$ cat config.mk
export PLATFORM = sky130hd
export DESIGN_NAME = tow_game_ctrl_flat
export DESIGN_NICKNAME = d
export VERILOG_FILES = /design/src/rtl/tow_game_ctrl_pkg.sv /design/src/rtl/tow_game_ctrl_if.sv /design/src/rtl/tow_game_ctrl_key_press.sv /design/src/rtl/tow_game_ctrl.sv /design/src/flat_wrapper.sv
export SDC_FILE = /design/constraint.sdc
export NUM_CORES = 1
export LEC_CHECK = 0
export BUFFER_PORTS_ARGS = -buffer_cell sky130_fd_sc_hd__buf_2
export CAP_MARGIN = 20
export CORE_MARGIN = 5
export CORE_UTILIZATION = 40
export CTS_BUF_LIST = sky130_fd_sc_hd__clkbuf_8
export CTS_CLUSTER_DIAMETER = 120
export DETAILED_ROUTE_END_ITERATION = 6
export GPL_TIMING_DRIVEN = 0
export PLACE_DENSITY = 0.7
export RECOVER_POWER = 25
export SYNTH_ARGS = -nofsm -noshare
export SYNTH_HDL_FRONTEND = slang
export SYNTH_SLANG_ARGS = --single-unit
$ cat constraint.sdc
create_clock -name Clock -period 1.6 [get_ports Clock]
set_input_delay 0.32 -clock Clock [delete_from_list [all_inputs] [get_ports Clock]]
set_output_delay 0.32 -clock Clock [all_outputs]
set_load 0.01 [all_outputs]
$ cat src/rtl/tow_game_ctrl_pkg.sv
// tow_pkg: states, winner codes and the winner-code mapping for the tug-of-war controller.
package tow_pkg;
  typedef enum logic [2:0] {RESET_CH, PLAY, WIN_L, WIN_R, OVER} state_t;
  localparam logic [1:0] W_NONE  = 2'b00;
  localparam logic [1:0] W_LEFT  = 2'b01;
  localparam logic [1:0] W_RIGHT = 2'b10;
  localparam logic [1:0] W_OVER  = 2'b11;
  function automatic logic [1:0] win_code(state_t s);
    return s == WIN_L ? W_LEFT : s == WIN_R ? W_RIGHT : s == OVER ? W_OVER : W_NONE;
  endfunction
endpackage

$ cat src/rtl/tow_game_ctrl_if.sv
// tow_game_ctrl_if: player keys, chain edge lights and the controller's outputs.
interface tow_game_ctrl_if #(parameter int SCORE_W = 3);
  logic keyL, keyR, edgeL, edgeR;
  logic pressL, pressR, chainReset;
  logic [SCORE_W-1:0] scoreL, scoreR;
  logic [1:0] winner;
  modport master(input keyL, keyR, edgeL, edgeR,
                 output pressL, pressR, chainReset, scoreL, scoreR, winner);
  modport slave(output keyL, keyR, edgeL, edgeR,
                input pressL, pressR, chainReset, scoreL, scoreR, winner);
endinterface

$ cat src/rtl/tow_game_ctrl_key_press.sv
// key_press: two-flop synchroniser followed by a registered single-cycle rising-edge pulse.
module key_press (
  input  logic Clock,
  input  logic Reset,
  input  logic key,
  output logic kp
);
  logic [2:0] sh;
  always_ff @(posedge Clock) begin
    if (!Reset) begin
      sh <= '0;
      kp <= 1'b0;
    end else begin
      sh <= {sh[1:0], key};
      kp <= sh[1] & ~sh[2];
    end
  end
endmodule

$ cat src/rtl/tow_game_ctrl.sv
// tow_game_ctrl: round/match FSM, hold timer and score counters for the tug-of-war chain.
module tow_game_ctrl import tow_pkg::*; #(
  parameter int SCORE_W   = 3,
  parameter int MAX_SCORE = 7,
  parameter int HOLD_CYC  = 4
) (
  input logic Clock,
  input logic Reset,
  tow_game_ctrl_if.master bus
);
  localparam int CW = $clog2(HOLD_CYC + 1);
  localparam logic [SCORE_W-1:0] MAX = SCORE_W'(MAX_SCORE);
  state_t state, state_n;
  logic [SCORE_W-1:0] scoreL, scoreR, scoreL_n, scoreR_n;
  logic [CW-1:0] cnt, cnt_n;
  logic kpL, kpR, pressL, pressR, pressL_n, pressR_n, chainReset, hold_done;
  logic [1:0] winner;
  key_press u_key_l (.Clock(Clock), .Reset(Reset), .key(bus.keyL), .kp(kpL));
  key_press u_key_r (.Clock(Clock), .Reset(Reset), .key(bus.keyR), .kp(kpR));
  assign hold_done = cnt == CW'(HOLD_CYC - 1);
  always_comb begin
    state_n  = state;
    scoreL_n = scoreL;
    scoreR_n = scoreR;
    cnt_n    = '0;
    pressL_n = 1'b0;
    pressR_n = 1'b0;
    case (state)
      RESET_CH: state_n = PLAY;
      PLAY: begin
        pressL_n = kpL & ~kpR & ~bus.edgeL;
        pressR_n = kpR & ~kpL & ~bus.edgeR;
        if (kpL & ~kpR & bus.edgeL) begin
          state_n  = WIN_L;
          scoreL_n = scoreL + SCORE_W'(scoreL != MAX);
        end else if (kpR & ~kpL & bus.edgeR) begin
          state_n  = WIN_R;
          scoreR_n = scoreR + SCORE_W'(scoreR != MAX);
        end
      end
      WIN_L: begin
        cnt_n   = hold_done ? '0 : cnt + 1'b1;
        state_n = !hold_done ? WIN_L : scoreL == MAX ? OVER : RESET_CH;
      end
      WIN_R: begin
        cnt_n   = hold_done ? '0 : cnt + 1'b1;
        state_n = !hold_done ? WIN_R : scoreR == MAX ? OVER : RESET_CH;
      end
      default: state_n = OVER;
    endcase
  end
  // Outputs are registered from the next state so they line up with the state register.
  always_ff @(posedge Clock) begin
    if (!Reset) begin
      state      <= RESET_CH;
      scoreL     <= '0;
      scoreR     <= '0;
      cnt        <= '0;
      pressL     <= 1'b0;
      pressR     <= 1'b0;
      chainReset <= 1'b1;
      winner     <= W_NONE;
    end else begin
      state      <= state_n;
      scoreL     <= scoreL_n;
      scoreR     <= scoreR_n;
      cnt        <= cnt_n;
      pressL     <= pressL_n;
      pressR     <= pressR_n;
      chainReset <= state_n == RESET_CH;
      winner     <= win_code(state_n);
    end
  end
  assign bus.pressL     = pressL;
  assign bus.pressR     = pressR;
  assign bus.chainReset = chainReset;
  assign bus.scoreL     = scoreL;
  assign bus.scoreR     = scoreR;
  assign bus.winner     = winner;
endmodule

$ cat src/flat_wrapper.sv
// flat-port wrapper written by rule: the top's interface ports become plain ports
module tow_game_ctrl_flat import tow_pkg::*;
#(
  parameter int SCORE_W   = 3,
  parameter int MAX_SCORE = 7,
  parameter int HOLD_CYC  = 4
)
  (Clock, Reset, bus_keyL, bus_keyR, bus_edgeL, bus_edgeR, bus_pressL, bus_pressR, bus_chainReset, bus_scoreL, bus_scoreR, bus_winner);
  tow_game_ctrl_if #(.SCORE_W(SCORE_W)) bus_i ();
  input logic Clock;
  input logic Reset;
  input wire logic [$bits(bus_i.keyL)-1:0] bus_keyL;
  input wire logic [$bits(bus_i.keyR)-1:0] bus_keyR;
  input wire logic [$bits(bus_i.edgeL)-1:0] bus_edgeL;
  input wire logic [$bits(bus_i.edgeR)-1:0] bus_edgeR;
  output wire logic [$bits(bus_i.pressL)-1:0] bus_pressL;
  output wire logic [$bits(bus_i.pressR)-1:0] bus_pressR;
  output wire logic [$bits(bus_i.chainReset)-1:0] bus_chainReset;
  output wire logic [$bits(bus_i.scoreL)-1:0] bus_scoreL;
  output wire logic [$bits(bus_i.scoreR)-1:0] bus_scoreR;
  output wire logic [$bits(bus_i.winner)-1:0] bus_winner;
  assign bus_i.keyL = bus_keyL;
  assign bus_i.keyR = bus_keyR;
  assign bus_i.edgeL = bus_edgeL;
  assign bus_i.edgeR = bus_edgeR;
  assign bus_pressL = bus_i.pressL;
  assign bus_pressR = bus_i.pressR;
  assign bus_chainReset = bus_i.chainReset;
  assign bus_scoreL = bus_i.scoreL;
  assign bus_scoreR = bus_i.scoreR;
  assign bus_winner = bus_i.winner;
  tow_game_ctrl #(.SCORE_W(SCORE_W), .MAX_SCORE(MAX_SCORE), .HOLD_CYC(HOLD_CYC)) u_core (.Clock(Clock), .Reset(Reset), .bus(bus_i));
endmodule
**Word level (Yosys, flattened, before mapping)**

Cells that the tools add are included.

- Input port bits: 6
- Flip-flop bits (word level): 25
- Logic and storage cells: 62

- Eq/ne operators: 11
- Reductions and logical operators: 8
- Add/subtract/negate cells: 3
- Muxes and demuxes: 10
- Bitwise gates (word level): 17

Operator list:

| operator | number |
|---|---|
| $mux W3 | 6 |
| $eq A3 B2 Y1 const B | 5 |
| $pmux W3 S4 | 1 |
| $eq A3 B3 Y1 const B | 3 |
| $not A1 Y1 | 9 |
| $and A1 B1 Y1 | 8 |
| $add A3 B1 Y3 | 2 |
| $logic_not A3 Y1 | 2 |
| $ne A3 B3 Y1 const B | 2 |
| $mux W2 | 2 |
| $reduce_and A2 Y1 | 2 |
| $reduce_or A2 Y1 | 2 |
| $add A3 B1 Y3 const B | 1 |
| $eq A3 B1 Y1 const B | 1 |
| $reduce_and A3 Y1 | 1 |
| $reduce_or A3 Y1 | 1 |
| $mux W1 | 1 |

**Logic depth before layout (Yosys ltp)**

- Depth after elaboration: 10
- Depth in mapped cells: 6
- Depth with buffers taken out: 6

**Hierarchy**

A second synthesis with hierarchy kept.

- Cell total of the unflattened synthesis: 91
- Area, all modules: 980.9 µm²

Modules (own cells, without submodules):

| module | instances | seq. area each (µm²) | area each (µm²) | cells each |
|---|---|---|---|---|
| tow_game_ctrl | 1 | 340.3 | 758.2 | 75 |
| key_press | 2 | 80.1 | 111.4 | 8 |

**Least setup slack after synthesis**

Ideal clock, no wire load.

- Path type: reg-to-reg
- From: register u_core.scoreL[1], in the netlist u_core.bus.scoreL[1]
- To: register u_core.scoreL[2], in the netlist u_core.bus.scoreL[2]
- Path slack: 0.284 ns
- Path buffers: 0
- Stages on the path, launching flop included: 7
- Clock period less this slack: 1.316 ns
- Data arrival time: 1.189 ns
- Cell sequence: dfxtp_1 nand3_1 ha_1 ha_1 and4_1 xnor2_1 nor2_1

- Word-level cells in the longest chain between the ends: 2

Ends and longest elaborated chain:

| what | RTL line | text |
|---|---|---|
| from (decl) | tow_game_ctrl.sv:14 | `logic [SCORE_W-1:0] scoreL, scoreR, scoreL_n, scoreR_n;` |
| from (signal assigned) | tow_game_ctrl.sv:65 | `scoreL <= scoreL_n;` |
| $ne A3 B3 Y1 | tow_game_ctrl.sv:35 | `scoreL_n = scoreL + SCORE_W'(scoreL != MAX);` |
| $add A3 B1 Y3 (*) | tow_game_ctrl.sv:35 |  |

Every way passes the cells marked *; elsewhere a longest branch is shown, timed or not.
A chain may end at the register's enable or synchronous reset.

**Worst setup path in the final report**

- From: register u_core.state[2]
- To: register u_core.scoreL[0], in the netlist u_core.bus.scoreL[0]

- Word-level cells in the longest chain between the ends: 2

Ends and longest elaborated chain:

| what | RTL line | text |
|---|---|---|
| from (decl) | tow_game_ctrl.sv:13 | `state_t state, state_n;` |
| from (signal assigned) | tow_game_ctrl.sv:64 | `state <= state_n;` |
| $eq A3 B1 Y1 | tow_game_ctrl.sv:28 | `case (state)` |
| $reduce_and A2 Y1 (no line) | n/a |  |

No other way between the ends.

==> results.cfg <==
[critical_path]
critical_path_class = flop to flop
path_max_fanout = 8
cp.arrival_ps = 1550
critPathCaptureType = flop
crit_required_ps = 1740
cp-start-kind = flop

[cells_and_area]
synthToLayoutAreaGrowth_pct = 17.5
drive_gt1_share_pct = 19.8
layout.filler_cells = 226
diodes = 0
multi_input_comb_area_sq_um = 432
sequential_cell_area_sq_um = 500
design.final.nets = 124
leading_cell_type_in_the_layout_fill_and_taps_excluded = dfxtp_1
mostFrequentLayoutCells = dfxtp_1, buf_2, nor2_1

[synth]
synth_mux_area_share_pct = 3.16
number_of_cells_produced_by_synthesis = 91
complex_gate_fraction_of_the_synthesized_area_pct = 7.25
post_synth.cell_area_avg_sq_um = 10.4
post_synth_num_cell_types = 29
synth.ff_latch_count = 25
synth_xor_area_share_pct = 1.84
synth-main-ff-cell = dfxtp_1
post_synth_simple_gate_area_pct = 24.8
dominant_combinational_cell_family_by_area_after_synthesis = simple AND/OR/NAND/NOR gates
synth_area_sq_um = 950
yosysWarnings = 0
adder_cell_fraction_of_synth_area_pct = 7.91
synth.yosys.seq_area_share_pct = 52.7
synth_async_sr_flop_share_pct = 0
syn_nets = 103
synth_enable_flop_cells = 0

[global_routing]
first_global_vias = 632
use_met2_pct = 17.7
grt_overflow = 0
grt_first_pass_wirelength_um = 2640
gr-max-usage-layer = met2
gr-usage-all-layers_pct = 10.3
grt_use_met3_pct = 2.85
antenna_found_initial = 0
grtUsageMet1_pct = 10.8
grt_start_max_net_pins = 16

[floorplanning]
std_cell_rows = 17
floorplan.die_area_sq_mm = 0.00345
dieWidth_um = 58.7
placeableCoreArea_sq_mm = 0.00223
floorplan.initialDensity_pct = 42.5
die_h_um = 58.7
ios = 17

[clock_tree]
clock_transition_time_at_the_flip_flop_clock_pins_of_the_worst_setup_and_hold_paths_ps = 90
cts-htree-levels = 1
cts_tree = yes
longest_clk_path_bufs = 2
tritoncts_num_sinks = 25
ctsResizeCount = 0
cts.repair_timing.setup_buffer_count = 0
cts-hold-fix-buffers = 0
cts_buffers = 3
cts-root-buf = clkbuf_8
clock_latency_reported_for_the_late_side_of_the_worst_skew_pair_ps = 270

[sta]
layout_worst_path_cycle_share_pct = 87.6
final_max_slew_violation_count = 0
max_slew.worst_pin.slew_ps = 442
fin_skew_ps = 2.81
timing.setup.tns_ps = 0
unrepaired_setup_endpoints_after_global_routing = false
layout_min_cycle_time_ps = 1400
finalHoldViolations = 0
finalSetupViolations = 0
minimum_setup_slack_in_the_final_design_ps = 198
max_freq_ghz = 0.713
slew-limit-headroom_pct = 70.6

[job]
cap_violations = 0

[detailed_routing]
detail_route.iter0.violations = 10
vias_per_cell = 4.93
drc_errors_left = 0
postRouteAntennaNets = 0
vias = 685
drt-pass1-iter-count = 4
drt_wl_total_um = 1620
wire_per_inst_um = 11.6

[placed_design]
buffer_ports.inserted = 16
place_worst_setup_slack_ps = 92.1
dp_hpwl_um = 1200
gp_congestion = 0.706

[run_status]
outcome = finished, final reports clean

[power_and_ir_drop]
power_density_mw_per_mm2 = 952
worst_ir_drop_vdd_uv = 461
static-leakage-power_uw = 0.000493

[min_path]
hold_path.class = primary input to flop
stage by stage:
step	instances	util (%)	total power, uW	hold WS (ps)	area [sq um]
after floorplan	91	-	687	367	950
after global placement	135	47.7	703	374	1060
after detailed placement	135	47.7	704	379	1060
after CTS	139	49.9	1080	214	1110
after global routing	139	50.0	1120	202	1120
final	139	50.0	1060	221	1120
routing by layer:
layer  up-vias  share of wire [%]
met2        12                 50
met3         5                4.3
li1        361                  -
met5         -                  0
met4         0                2.5
met1       307                 43
cell usage after synthesis, drive strengths merged, types with 3 or more instances:
master  instances  area, sq um
mux2i           3         30.0
dfxtp          25          500
ha              6         75.1
nor2b           3         18.8
nand3           5         25.0
nand2           5         18.8
inv             4         15.0
and2            7         43.8
nor2            8         30.0
critical path, stage by stage, from the launching register on:
cell and delay, ps:
dfxtp_1 400, nor3b_4 340, and3_4 280, mux2i_1 200, nor2_1 60
power breakdown:
part	switching, uW	total (uW)	internal [uW]
combinational	26.5	48.2	21.7
sequential	6.52	641	635
clock	197	373	176
total	230	1060	833
path summary, 6_finish.rpt:
kind / slack (ps) / to / startpoint / cells after the start
worst max-delay path: 200 / u_core.bus.scoreL[0] / u_core.state[2] / 4
worst min-delay path: 220 / u_core.bus.pressR / bus_edgeR / 2
worst max register to register: 200 / u_core.bus.scoreL[0] / u_core.state[2] / 4
worst min register to register: 390 / u_core.u_key_r.kp / u_core.u_key_r.sh[2] / 1
registers in the layout, summed over array words and instances, names as in the netlist:
name                   flops
u_core.bus.scoreL          3
u_core.bus.chainReset      1
u_core.u_key_l.kp          1
u_core.state               3
u_core.u_key_r.sh          3
u_core.bus.winner          2
u_core.bus.pressL          1
u_core.u_key_l.sh          3
u_core.bus.scoreR          3
u_core.u_key_r.kp          1
u_core.cnt                 3
u_core.bus.pressR          1
cell type report:
| type | instances | share of cell area, % |
|---|---|---|
| repair buffers | 16 | 6.95 |
| clock buffers | 3 | 3.70 |
| clock inverters | 1 | 0.673 |
| flip-flops and latches | 25 | 44.8 |
| inverters | 4 | 1.35 |
| multi-input cells | 60 | 38.7 |
| well taps | 28 | 3.14 |
| plain buffers | 2 | 0.673 |
cells by family (layout without fill, tap and decap cells):
logic type	count (synthesis)	in the layout
buf+inv	6	26
mux	3	3
simple gates	40	40
xor+xnor	2	2
compound gates	9	9
flops	25	25
fa+ha+maj	6	6
No activity file was read; power rests on OpenSTA's default activity.
